==> src/rtl/ALU593_pkg.sv <==
// Shared types for the ALU593 block and its command driver.
package ALU593_pkg;

  typedef enum logic [2:0] {
    no_op  = 3'b000,
    add_op = 3'b001,
    and_op = 3'b010,
    xor_op = 3'b011,
    mul_op = 3'b100,
    no_op1 = 3'b111
  } operation_t;

  typedef struct packed {
    operation_t  op;
    logic [7:0]  a;
    logic [7:0]  b;
  } cmd_t;

  typedef struct packed {
    operation_t  op;
    logic [7:0]  a;
    logic [7:0]  b;
    logic [15:0] result;
    logic        timeout;
  } rsp_t;

  localparam logic [15:0] DRV_TIMEOUT_RESULT = 16'hDEAD;

  // Opcodes that never reach the ALU; the driver answers them itself.
  function automatic logic is_nop(input operation_t op);
    return (op == no_op) || (op == no_op1);
  endfunction

endpackage

==> src/rtl/alu593_cmd_fifo.sv <==
// Command FIFO for the ALU593 driver; DEPTH must be a power of two so pointers wrap for free.
module alu593_cmd_fifo
  import ALU593_pkg::*;
#(
  parameter int unsigned DEPTH = 4
) (
  input  logic                     clk,
  input  logic                     reset,
  input  logic                     push,
  input  cmd_t                     wdata,
  input  logic                     pop,
  output cmd_t                     rdata,
  output logic                     full,
  output logic                     empty,
  output logic [$clog2(DEPTH):0]   count
);

  localparam int unsigned AW = $clog2(DEPTH);

  cmd_t          mem [DEPTH];
  logic [AW-1:0] wr_ptr;
  logic [AW-1:0] rd_ptr;
  logic          do_push;
  logic          do_pop;

  assign do_push = push & ~full;
  assign do_pop  = pop & ~empty;

  always_ff @(posedge clk or posedge reset) begin
    if (reset) begin
      wr_ptr <= '0;
      rd_ptr <= '0;
      count  <= '0;
    end else begin
      if (do_push) wr_ptr <= wr_ptr + 1'b1;
      if (do_pop)  rd_ptr <= rd_ptr + 1'b1;
      if (do_push && !do_pop)      count <= count + 1'b1;
      else if (!do_push && do_pop) count <= count - 1'b1;
    end
  end

  always_ff @(posedge clk) begin
    if (do_push) mem[wr_ptr] <= wdata;
  end

  assign rdata = mem[rd_ptr];
  assign full  = (count == (AW+1)'(DEPTH));
  assign empty = (count == '0);

endmodule

==> src/rtl/alu593_cmd_driver.sv <==
// Issues buffered commands to ALU593 one at a time and returns {op,A,B,result} responses.
// Optional WAIT abort timer is built when ALU593_DRV_TIMEOUT_EN is defined.
module alu593_cmd_driver
  import ALU593_pkg::*;
#(
  parameter int unsigned DEPTH       = 4,
  parameter int unsigned TIMEOUT_CYC = 64
) (
  input  logic        clk,
  input  logic        reset,
  input  logic        cmd_valid,
  output logic        cmd_ready,
  input  operation_t  cmd_op,
  input  logic [7:0]  cmd_a,
  input  logic [7:0]  cmd_b,
  output logic        start,
  output operation_t  op_set,
  output logic [7:0]  A,
  output logic [7:0]  B,
  input  logic        done,
  input  logic [15:0] result,
  output logic        rsp_valid,
  input  logic        rsp_ready,
  output operation_t  rsp_op,
  output logic [7:0]  rsp_a,
  output logic [7:0]  rsp_b,
  output logic [15:0] rsp_result,
  output logic        rsp_timeout,
  output logic        busy
);

  typedef enum logic [2:0] {StIdle, StIssue, StWait, StResp, StGap} state_t;

  state_t                 state_q, state_d;
  logic                   start_q, start_d;
  rsp_t                   rsp_q, rsp_d;
  logic                   pop;
  logic                   fifo_full;
  logic                   fifo_empty;
  cmd_t                   fifo_head;
  logic [$clog2(DEPTH):0] fifo_count;
  logic                   tmo_hit;
  logic                   issuing;

  alu593_cmd_fifo #(
    .DEPTH (DEPTH)
  ) u_fifo (
    .clk   (clk),
    .reset (reset),
    .push  (cmd_valid & cmd_ready),
    .wdata ('{op: cmd_op, a: cmd_a, b: cmd_b}),
    .pop   (pop),
    .rdata (fifo_head),
    .full  (fifo_full),
    .empty (fifo_empty),
    .count (fifo_count)
  );

`ifdef ALU593_DRV_TIMEOUT_EN
  localparam logic [15:0] TmoLast = 16'(TIMEOUT_CYC - 1);
  logic [15:0] tmo_cnt_q;

  always_ff @(posedge clk or posedge reset) begin
    if (reset)                  tmo_cnt_q <= '0;
    else if (state_q == StIssue) tmo_cnt_q <= '0;
    else if (state_q == StWait)  tmo_cnt_q <= tmo_cnt_q + 16'd1;
  end

  assign tmo_hit = (state_q == StWait) && (tmo_cnt_q == TmoLast);
`else
  // TIMEOUT_CYC only matters when the abort timer is built.
  logic unused_timeout_cyc;
  assign unused_timeout_cyc = ^TIMEOUT_CYC;
  assign tmo_hit            = 1'b0;
`endif

  always_comb begin
    state_d = state_q;
    start_d = start_q;
    rsp_d   = rsp_q;
    pop     = 1'b0;
    case (state_q)
      StIdle: begin
        if (!fifo_empty) begin
          pop     = 1'b1;
          rsp_d   = '{op: fifo_head.op, a: fifo_head.a, b: fifo_head.b,
                      result: 16'h0000, timeout: 1'b0};
          state_d = is_nop(fifo_head.op) ? StResp : StIssue;
        end
      end
      StIssue: begin
        start_d = 1'b1;
        state_d = StWait;
      end
      StWait: begin
        // done beats a coincident timeout.
        if (done) begin
          rsp_d.result = result;
          start_d      = 1'b0;
          state_d      = StResp;
        end else if (tmo_hit) begin
          rsp_d.result  = DRV_TIMEOUT_RESULT;
          rsp_d.timeout = 1'b1;
          start_d       = 1'b0;
          state_d       = StResp;
        end
      end
      StResp: begin
        if (rsp_ready) state_d = StGap;
      end
      StGap:   state_d = StIdle;
      default: state_d = StIdle;
    endcase
  end

  always_ff @(posedge clk or posedge reset) begin
    if (reset) begin
      state_q <= StIdle;
      start_q <= 1'b0;
      rsp_q   <= '0;
    end else begin
      state_q <= state_d;
      start_q <= start_d;
      rsp_q   <= rsp_d;
    end
  end

  assign issuing     = (state_q == StIssue) || (state_q == StWait);
  assign start       = start_q;
  assign op_set      = issuing ? rsp_q.op : no_op;
  assign A           = issuing ? rsp_q.a : 8'h00;
  assign B           = issuing ? rsp_q.b : 8'h00;
  assign cmd_ready   = ~fifo_full;
  assign rsp_valid   = (state_q == StResp);
  assign rsp_op      = rsp_q.op;
  assign rsp_a       = rsp_q.a;
  assign rsp_b       = rsp_q.b;
  assign rsp_result  = rsp_q.result;
  assign rsp_timeout = rsp_q.timeout;
  assign busy        = (fifo_count != '0) || (state_q != StIdle);

endmodule
==> config.mk <==
export PLATFORM = sky130hd
export DESIGN_NAME = alu593_cmd_driver
export DESIGN_NICKNAME = d
export VERILOG_FILES = /design/src/rtl/ALU593_pkg.sv /design/src/rtl/alu593_cmd_fifo.sv /design/src/rtl/alu593_cmd_driver.sv
export SDC_FILE = /design/constraint.sdc
export NUM_CORES = 1
export LEC_CHECK = 0
export ABC_AREA = 1
export ABC_CLOCK_PERIOD_IN_PS = 5350
export CORE_ASPECT_RATIO = 0.7
export CORE_MARGIN = 5
export CORE_UTILIZATION = 55
export DETAILED_ROUTE_END_ITERATION = 16
export GPL_TIMING_DRIVEN = 1
export PLACE_DENSITY = 0.83
export SETUP_SLACK_MARGIN = 0.5
export SYNTH_ARGS = -nofsm -noshare
export SYNTH_HDL_FRONTEND = slang
export SYNTH_SLANG_ARGS = --single-unit
==> constraint.sdc <==
create_clock -name clk -period 5.35 [get_ports clk]
set_input_delay 1.07 -clock clk [delete_from_list [all_inputs] [get_ports clk]]
set_output_delay 1.07 -clock clk [all_outputs]
set_load 0.01 [all_outputs]
==> impl_metrics.env <==
export IMPL_run_status="complete, no violations"
export IMPL_port_buffers=97
export IMPL_combinationalPowerShare_pct=40.3
export IMPL_slowest_stage="inv_1"
export IMPL_drc=0
export IMPL_slew_violations=0
export IMPL_final_common_cell="clkdlybuf4s50_1"
export IMPL_netlist_area_um2=4959
export IMPL_cp_common_cell="inv_1"
export IMPL_antenna_found_initial=0
export IMPL_postCtsHoldBufs=0
export IMPL_ir_drop_mv=0.3197
export IMPL_seqPwrFrac_pct=35.4
export IMPL_core_area_um2=8926
export IMPL_post_cts_resized=0
export IMPL_cap_viol_max_count=0
export IMPL_grt_max_degree=47
export IMPL_grt_usage_pct=22.33
export IMPL_cts_root_buf="clkbuf_16"
export IMPL_p_int_mw=2.646
export IMPL_nNetsFinal=574
export IMPL_worstPathRequired_ns=4.28
export IMPL_r2r_slack_ns=3.00
export IMPL_yosysTopAreaCell="edfxtp_1"
export IMPL_cts_tree="built"
export IMPL_cp_arrival_ns=2.32
export IMPL_min_period_ns=3.393
export IMPL_ioPinCount=99
export IMPL_maxSlewHeadroom_pct=26.23
export IMPL_drive_above_1_share_pct=8.133
export IMPL_critPathBufInv=3
export IMPL_worstPathCellList="inv_1 -> nand3_1 -> nand2_1 -> inv_1 -> nor2_1 -> clkdlybuf4s50_1"
export IMPL_hold_viol=0
export IMPL_antenna_cells=0
export IMPL_critPathMaxFanout=20
export IMPL_wirelength_um=11430
export IMPL_synth_top_area_share_pct=46.03
export IMPL_via_per_inst=5.250
export IMPL_layout_common_cells="clkdlybuf4s50_1 (97), edfxtp_1 (76), nand2_1 (68)"
export IMPL_yosysSeqAreaShare_pct=69.24
export IMPL_worst_slew_pin_slew_ns=1.105
export IMPL_ant_nets=0
export IMPL_cts_sinks=122
export IMPL_finalCritPeriodShare_pct=63.42
export IMPL_rsz0062_at_grt="false"
export IMPL_hp_class="reg -> reg"
export IMPL_drt_initial_drc_count=216
export IMPL_synth_seq_cells=122
export IMPL_htree_levels=4
export IMPL_clock_latency_ns=0.41
export IMPL_crit_type="reg -> out"
export IMPL_grt_pass1_wl_um=18260
export IMPL_synth_distinct_cells=26
export IMPL_cp_end_kind="output port"
export IMPL_syn_nets=477
export IMPL_areaGrowthSynthToFinish_pct=31.49
export IMPL_leakage_nw=2.617
export IMPL_clkTransAtPathRegs_ns=0.05
export IMPL_crit_family="buffers and inverters"
export IMPL_cts_max_path_buffers=2
export IMPL_first_pass_iters=5
export IMPL_syn_avg_cell_area_um2=11.50
export IMPL_dr_total_vias=3491
export IMPL_num_rows=29
export IMPL_place_detailed_hpwl_um=7219
export IMPL_die_w_um=123.5
export IMPL_setup_tns_ns=0
export IMPL_post_cts_buffers=0
export IMPL_power_switching_mw=1.525
export IMPL_cts_made_buffers=17
export IMPL_setup_violations=0
export IMPL_die_area_um2=11040
export IMPL_initial_core_util_pct=55.55
export IMPL_grt_pass1_vias=3705
export IMPL_whs_ns=0.4679
export IMPL_finalPower_mw=4.171
export IMPL_p_per_area_nw_per_um2=639.8
export IMPL_postSynthCellCount=431
export IMPL_max_clock_freq_ghz=0.2947
export IMPL_synth_area_leaders="edfxtp_1 (46%), dfrtp_1 (23%), nand2_1 (5.1%), o21ai_0 (4.8%), nor2_1 (4.6%)"
export IMPL_gp_congestion=0.7842
export IMPL_yosysWarnings=0
export IMPL_skew_ns=0.008423
export IMPL_cp_slowest_stage_delay_ns=0.56
export IMPL_switching_share_pct=36.57
export IMPL_grt_ovfl_total=0
export IMPL_die_height_um=89.44
export IMPL_crit_path_start_kind="flop"
export IMPL_wl_per_cell_um=17.19
export IMPL_clockPowerShare_pct=24.3
[per-stage QoR]
| stage | area [um^2] | setup WS, ns | instances | utilization (%) |
|---|---|---|---|---|
| 2_1_floorplan | 4959 | 2.924 | 431 | - |
| 3_3_place_gp | 5986 | 2.409 | 633 | 67.06 |
| 3_5_place_dp | 5986 | 2.330 | 633 | 67.06 |
| 4_1_cts | 6520 | 1.915 | 665 | 73.04 |
| 5_1_grt | 6520 | 1.815 | 665 | 73.04 |
| 6_report | 6520 | 1.957 | 665 | 73.04 |
[power by group through the flow]
| stage | registers (mW) | logic, mW | clock network, mW |
|---|---|---|---|
| final | 1.48 | 1.68 | 1.01 |
| after global routing | 1.51 | 1.87 | 1.07 |
| after CTS | 1.48 | 1.69 | 1.03 |
| after detailed placement | 1.49 | 1.67 | 0 |
| after global placement | 1.47 | 1.61 | 0 |
| after floorplan | 1.51 | 0.949 | 0 |
[routing by layer]
metal	vias to the layer above	wire, um	GRT usage, %	part of all wire, %
met5	-	0	0	0
met4	0	110	8.643	0.96
met3	18	944	8.539	8.3
met1	1677	4729	26.14	41
met2	149	5646	37.82	49
li1	1647	-	-	-
[worst min-delay path, delay by kind of cell, from the launching register on]
kind             cells  cell delay (ns)
DFF                  1             0.34
and+or+nand+nor      2             0.09
[sequential cells by signal, summed over array words and instances (netlist names)]
| signal | cells |
|---|---|
| u_fifo.mem | 76 |
| rsp_result | 16 |
| rsp_a | 8 |
| rsp_b | 8 |
| rsp_op | 3 |
| state_q | 3 |
| u_fifo.count | 3 |
| u_fifo.rd_ptr | 2 |
| u_fifo.wr_ptr | 2 |
| start | 1 |
[logic make-up after synthesis]
logic type	after synthesis	synth area share (%)
compound gates	87	10.40
xor+xnor	5	0.8833
fa+ha+maj	6	1.665
buf+inv	65	5.829
flops	122	69.24
mux	1	0.2271
other cells	1	0.07563
simple gates	144	11.68
[area by class of cell]
cell class | instances | area, um^2
multi-input combinational | 244 | 1246
inverter | 44 | 165.2
clock buffer | 22 | 464.2
sequential | 122 | 3433
tap | 124 | 155.1
clock inverter | 10 | 70.07
fill | 582 | 2406
timing repair buffer | 99 | 985.9
[Yosys cell counts, drive strengths merged]
cell type / number
dfrtp: 46
edfxtp: 76
fa: 1
nor2: 64
buf: 15
mux2: 1
nand2: 69
inv: 44
clkbuf: 6
xor2: 3
o21ai: 55
xnor2: 2
ha: 5
a22o: 16
nor3: 1
nand3: 10
o22ai: 16
conb: 1
[path summary, 6_finish.rpt]
path                             from         endpoint  cells after the start
max in group asynchronous       reset         rsp_a[1]                      2
hold reg to reg                 start            start                      2
min in group asynchronous       reset    rsp_result[2]                      2
setup reg to reg           state_q[0]  u_fifo.count[1]                      9
hold / removal                  start            start                      2
setup / recovery           state_q[1]        op_set[2]                      6
No activity file was read; power rests on OpenSTA's default activity.
